<file path="config.mk">
export PLATFORM = sky130hd
export DESIGN_NAME = div_seq_datapath_ctrl
export DESIGN_NICKNAME = d
export VERILOG_FILES = /design/src/rtl/div_seq_datapath_ctrl.sv
export SDC_FILE = /design/constraint.sdc
export NUM_CORES = 1
export LEC_CHECK = 0
export ABC_AREA = 1
export CAP_MARGIN = 0
export CORE_MARGIN = 1
export CORE_UTILIZATION = 45
export CTS_CLUSTER_DIAMETER = 30
export DETAILED_ROUTE_END_ITERATION = 10
export MAX_ROUTING_LAYER = met4
export PLACE_DENSITY = 0.62
export SKIP_CTS_REPAIR_TIMING = 1
export SLEW_MARGIN = 20
export SYNTH_ARGS = -nofsm -noshare
export SYNTH_HDL_FRONTEND = slang
export SYNTH_SLANG_ARGS = --single-unit
</file>
<file path="constraint.sdc">
create_clock -name clk -period 5.7 [get_ports clk]
set_clock_uncertainty 0.15 [all_clocks]
set_input_delay 1.71 -clock clk [delete_from_list [all_inputs] [get_ports clk]]
set_output_delay 1.71 -clock clk [all_outputs]
set_load 0.1 [all_outputs]
</file>
<file path="src/rtl/div_seq_datapath_ctrl.sv">
// Sequential restoring unsigned divider: dividend and divisor are loaded over a shared bus,
// then one quotient bit is resolved per clock. The controller offers a done/busy handshake.
module div_seq_datapath_ctrl #(
  parameter int WIDTH = 16
) (
  input  logic             clk,
  input  logic             rst_n,
  input  logic             start,
  input  logic [WIDTH-1:0] data_in,
  output logic [WIDTH-1:0] quotient,
  output logic [WIDTH-1:0] remainder,
  output logic             done,
  output logic             busy,
  output logic             div_by_zero
);

  localparam int CW = $clog2(WIDTH + 1);

  typedef enum logic [2:0] {IDLE, LOAD_A, LOAD_B, CALC, DONE} state_t;

  state_t           state_q, state_d;
  logic [WIDTH-1:0] a_q, a_d;
  logic [WIDTH-1:0] b_q, b_d;
  logic [WIDTH-1:0] r_q, r_d;
  logic [WIDTH-1:0] q_q, q_d;
  logic [CW-1:0]    count_q, count_d;
  logic [WIDTH-1:0] quotient_q, quotient_d;
  logic [WIDTH-1:0] remainder_q, remainder_d;
  logic             done_q, done_d;
  logic             busy_q, busy_d;
  logic             dbz_q, dbz_d;

  logic [WIDTH:0]   trial;
  logic [WIDTH:0]   diff;
  logic             fits;
  logic [WIDTH-1:0] r_step;
  logic [WIDTH-1:0] q_step;

  // R stays below B, so a negative trial difference always sets the top bit of diff.
  always_comb begin
    trial  = {r_q, q_q[WIDTH-1]};
    diff   = trial - {1'b0, b_q};
    fits   = ~diff[WIDTH];
    r_step = fits ? diff[WIDTH-1:0] : trial[WIDTH-1:0];
    q_step = {q_q[WIDTH-2:0], fits};
  end

  always_comb begin
    state_d     = state_q;
    a_d         = a_q;
    b_d         = b_q;
    r_d         = r_q;
    q_d         = q_q;
    count_d     = count_q;
    quotient_d  = quotient_q;
    remainder_d = remainder_q;
    done_d      = done_q;
    busy_d      = busy_q;
    dbz_d       = dbz_q;

    case (state_q)
      IDLE, DONE: begin
        if (start) begin
          state_d = LOAD_A;
          done_d  = 1'b0;
          busy_d  = 1'b1;
        end
      end
      LOAD_A: begin
        a_d     = data_in;
        state_d = LOAD_B;
      end
      LOAD_B: begin
        b_d     = data_in;
        r_d     = '0;
        q_d     = a_q;
        count_d = CW'(WIDTH);
        if (data_in == '0) begin
          quotient_d  = '1;
          remainder_d = a_q;
          dbz_d       = 1'b1;
          done_d      = 1'b1;
          busy_d      = 1'b0;
          state_d     = DONE;
        end else begin
          state_d = CALC;
        end
      end
      CALC: begin
        r_d     = r_step;
        q_d     = q_step;
        count_d = count_q - CW'(1);
        if (count_q == CW'(1)) begin
          quotient_d  = q_step;
          remainder_d = r_step;
          dbz_d       = 1'b0;
          done_d      = 1'b1;
          busy_d      = 1'b0;
          state_d     = DONE;
        end
      end
      default: state_d = IDLE;
    endcase
  end

  always_ff @(posedge clk or negedge rst_n) begin
    if (!rst_n) begin
      state_q     <= IDLE;
      a_q         <= '0;
      b_q         <= '0;
      r_q         <= '0;
      q_q         <= '0;
      count_q     <= '0;
      quotient_q  <= '0;
      remainder_q <= '0;
      done_q      <= 1'b0;
      busy_q      <= 1'b0;
      dbz_q       <= 1'b0;
    end else begin
      state_q     <= state_d;
      a_q         <= a_d;
      b_q         <= b_d;
      r_q         <= r_d;
      q_q         <= q_d;
      count_q     <= count_d;
      quotient_q  <= quotient_d;
      remainder_q <= remainder_d;
      done_q      <= done_d;
      busy_q      <= busy_d;
      dbz_q       <= dbz_d;
    end
  end

  assign quotient    = quotient_q;
  assign remainder   = remainder_q;
  assign done        = done_q;
  assign busy        = busy_q;
  assign div_by_zero = dbz_q;

endmodule

</file>
### Yosys cells after proc, flatten, opt, wreduce, memory -nomap -nowiden

Index checks and enable logic that the tools add are counted.

| cells by class | value |
|---|---|
| reduce and logical (&&, ||, !) cells | 8 |
| $add $sub $neg | 2 |
| bitwise operators | 1 |
| equality and inequality tests | 8 |
| mux-type cells | 23 |

Operators by type and width:

| operator | count |
|---|---|
| $pmux 16 s2 | 4 |
| $mux 16 | 5 |
| $sub 17x16->17 | 1 |
| $logic_not 16->1 | 1 |
| $pmux 3 s4 | 1 |
| $pmux 5 s2 | 1 |
| $mux 3 | 3 |
| $eq 3x2->1 const B | 2 |
| $mux 1 | 6 |
| $ne 2x2->1 const B | 3 |
| $pmux 1 s3 | 2 |
| $eq 5x1->1 const B | 1 |
| $sub 5x1->5 const B | 1 |
| $reduce_and 4->1 | 1 |
| $eq 3x1->1 const B | 1 |
| $eq 3x3->1 const B | 1 |
| $logic_not 3->1 | 1 |
| $reduce_and 3->1 | 1 |
| $reduce_bool 3->1 | 1 |
| $pmux 1 s2 | 1 |
| $reduce_and 2->1 | 1 |
| $reduce_bool 2->1 | 1 |
| $reduce_or 2->1 | 1 |
| $not 1->1 | 1 |

| word-level totals | value |
|---|---|
| flip-flop bits (word level) | 107 |
| logic and storage cells | 53 |

### Logic depth before layout (Yosys ltp)

| logic depth | value |
|---|---|
| word-level depth | 4 |
| depth in mapped cells | 17 |

### Worst setup path after synthesis

Ideal clock, no wire load.

| timing path | value |
|---|---|
| path type | input port to flip-flop |
| from | in data_in[1] |
| to | reg quotient_q[13], in the netlist quotient[13] |
| stages on the path | 8 |
| slack | 2.704 ns |
| buffers on the path | 1 |
| library setup time | 0.082 ns |
| data required time | 5.468 ns |
| arrival time | 2.764 ns |
| cells stage by stage | nor4_1 nand3_1 nand2_2 nand2_4 inv_2 buf_2 nor2_1 a31oi_1 |

| on the way | value |
|---|---|
| longest elaborated chain between the ends | 3 |

Ends and longest elaborated chain:

| element | RTL line | text |
|---|---|---|
| from (decl) | 9 | `input logic [WIDTH-1:0] data_in,` |
| $logic_not 16->1 | 78 | `if (data_in == '0) begin` |
| $ne 2x2->1 (no source line) | -- |  |
| $reduce_and 3->1 (no source line) | -- |  |
| to (signal assigned) | 126 | `quotient_q <= quotient_d;` |
| to (decl) | 27 | `logic [WIDTH-1:0] quotient_q, quotient_d;` |

No other way between the ends.
A chain may end at the register's enable or synchronous reset.

### Final worst setup path

| timing path | value |
|---|---|
| from | in data_in[1] |
| to | reg remainder_q[13], in the netlist remainder[13] |

| on the way | value |
|---|---|
| longest elaborated chain between the ends | 3 |

Ends and longest elaborated chain:

| element | RTL line | text |
|---|---|---|
| $logic_not 16->1 | 78 |  |
| $ne 2x2->1 (no source line) | -- |  |
| $reduce_and 3->1 (no source line) | -- |  |
| to (signal assigned) | 127 | `remainder_q <= remainder_d;` |
| to (decl) | 28 | `logic [WIDTH-1:0] remainder_q, remainder_d;` |

No other way between the ends.

==> impl_metrics.json <==
{
  "hold_viol": 0,
  "wirelength_mm": 13.3,
  "p_sw_mw": 2.23,
  "core_area_um2": 12200,
  "finalSetupTns_ps": 0,
  "end_kind": "flop",
  "syn_to_final_growth_pct": 16.8,
  "grtUsageTotal": 0.230,
  "period_share": 0.689,
  "final_cells": 953,
  "setup_viol": 0,
  "die_y_um": 115,
  "p_leak_nw": 3.40,
  "yosys_warnings": 0,
  "synth_cells": 739,
  "drc": 0,
  "fp.dieW_um": 115,
  "drt_first_pass_iters": 5,
  "swShare": 0.510,
  "layout_min_cycle_time_ps": 3920,
  "synthesis.nets": 777,
  "critPathKind": "in -> reg",
  "diodes": 0,
  "rsz0062_at_grt": "false",
  "dp_hpwl_mm": 10.1,
  "cp_data_required_time_ps": 5840,
  "wire_per_inst_um": 14.0,
  "fin_area_um2": 6680,
  "dp.cells": 937,
  "cts_buffer_depth": 2,
  "drt_iter0_markers": 316,
  "yosysSeqAreaShare": 0.468,
  "cp_max_fo": 37,
  "final_layout_size_suffix_gt1_frac": 0.0611,
  "cts_inserted_buffers": 9,
  "relSlewSlack": 0.341,
  "io_pins": 54,
  "cp-start-kind": "input port",
  "p_int_mw": 2.15,
  "synth_area_um2": 5720,
  "port_buffers": 53,
  "power_frac_seq": 0.285,
  "grt_max_degree": 82,
  "hold_class": "reg -> reg",
  "status": "completed",
  "antenna_found_initial": 0,
  "drv_slew": 0,
  "cp.arrival_ps": 4070,
  "clock_latency_ps": 350,
  "cts_root_buf": "clkbuf_16",
  "power_density_nw_per_um2": 656,
  "num-nets-final": 818,
  "grt_pass1_wl_mm": 22.7,
  "detailroute.via_count": 4760,
  "tritoncts": "yes",
  "htree_num_levels": 3,
  "final_common_cell": "nand2_1",
  "place.gp.congestion": 0.908,
  "irDropWorstVdd_uv": 208,
  "initial_core_util": 0.468,
  "finalPower_mw": 4.38,
  "die_area_um2": 13200,
  "comb_power_share": 0.559,
  "grt_pass1_vias": 4678,
  "clock_power_share": 0.157,
  "fmax_ghz": 0.255,
  "ys_seq_elements": 107,
  "path_clk_slew_ps": 70,
  "row_count": 40,
  "fill_cells": 1211,
  "viasPerCell": 4.99,
  "ant_nets": 0,
  "tightest_slew_ps": 985,
  "postSynthAreaPerCell_um2": 7.74,
  "drv_cap": 0,
  "mostFrequentLayoutCells": "200 x nand2_1, 107 x inv_1, 107 x dfrtp_1",
  "grt_overflow_total": 0,
  "synth.distinct_cells": 33,
  "clkSinkCount": 107,
  "placedInstanceArea_um2": 6340
}
[stage by stage]
stage | util | setup slack [ps] | hold WS (ps)
global route | 0.547 | 1570 | 373
CTS | 0.547 | 1760 | 331
finish | 0.547 | 1780 | 329
detailed placement | 0.519 | 1410 | 312
global placement | 0.519 | 1410 | 309
floorplan | - | 2700 | 302
[cell usage after synthesis (all sizes together)]
library cell,instances,area (µm²)
mux2,6,67.6
fa,1,20.0
inv,112,423
a31oi,11,68.8
nand4,5,31.3
nor2,65,279
a21oi,10,50.1
nand2,206,798
o22ai,3,18.8
buf,11,80.1
nor3,1,5.00
and2,4,25.0
nor4,2,12.5
o21ai,69,345
nand3,66,335
a22oi,8,60.1
dfrtp,107,2680
xor2,8,70.1
clkinv,1,3.75
ha,18,225
or2,10,62.6
clkbuf,14,52.6
xnor2,1,8.76
[cell families after synthesis]
family / count (synthesis) / synth area share
buffers and inverters: 138 / 0.0978
and+or+nand+nor: 359 / 0.271
xor gates and xnor gates: 9 / 0.0138
muxes: 6 / 0.0118
DFF: 107 / 0.468
adders and majority gates: 19 / 0.0429
AOI/OAI and AO/OA: 101 / 0.0949
[cell type report]
cell class	count	area [µm²]	area share
Sequential cell	107	2680	0.401
Timing Repair Buffer	55	547	0.0819
Multi-Input combinational cell	494	2480	0.372
Clock buffer	10	239	0.0358
Tap cell	168	210	0.0315
Clock inverter	6	95.1	0.0142
Inverter	113	427	0.0639
[power groups by stage]
stage | sequential, mW | clock (mW) | combinational (mW)
2_1_floorplan | 1.90 | 0 | 1.26
3_3_place_gp | 1.25 | 0 | 2.44
3_5_place_dp | 1.26 | 0 | 2.46
4_1_cts | 1.25 | 0.700 | 2.47
5_1_grt | 1.28 | 0.730 | 2.72
6_report | 1.25 | 0.686 | 2.45
[worst max-delay path, cell delays in order]
cell and delay [ps]:
clkdlybuf4s50_1 480, nor4_1 480, nand3_1 220, nand2_2 150, nand2_4 210, inv_2 520
or2_2 220, nand2_1 50, inv_1 40
[metal layers]
layer  part of all wire  global-route usage  vias up
met5                  0                   -        -
li1                   -                   -     2417
met3              0.033              0.0248       22
met4              0.025              0.0996        0
met1               0.48               0.303     2228
met2               0.46               0.362       93
[worst paths after layout]
path                            cells past startpoint              startpoint  slack, ps                         to
worst min-delay path                                2        busy$_DFFE_PN0P_        330           busy$_DFFE_PN0P_
worst max register to register                      8  state_q[0]$_DFFE_PN0P_       2760  remainder[13]$_DFFE_PN0P_
max in group asynchronous                           2                   rst_n       3290        b_q[15]$_DFFE_PN0N_
worst max-delay path                                9              data_in[1]       1780  remainder[13]$_DFFE_PN0P_
min in group asynchronous                           1                   rst_n       1250         q_q[3]$_DFFE_PN0N_
worst min register to register                      2        busy$_DFFE_PN0P_        330           busy$_DFFE_PN0P_
[sequential cells by signal, indices dropped and copies added (netlist names)]
signal and cells:
a_q 16, b_q 16, busy 1, count_q 5
div_by_zero 1, done 1, q_q 16, quotient 16
r_q 16, remainder 16, state_q 3
Power figures use the tool's default switching activity.
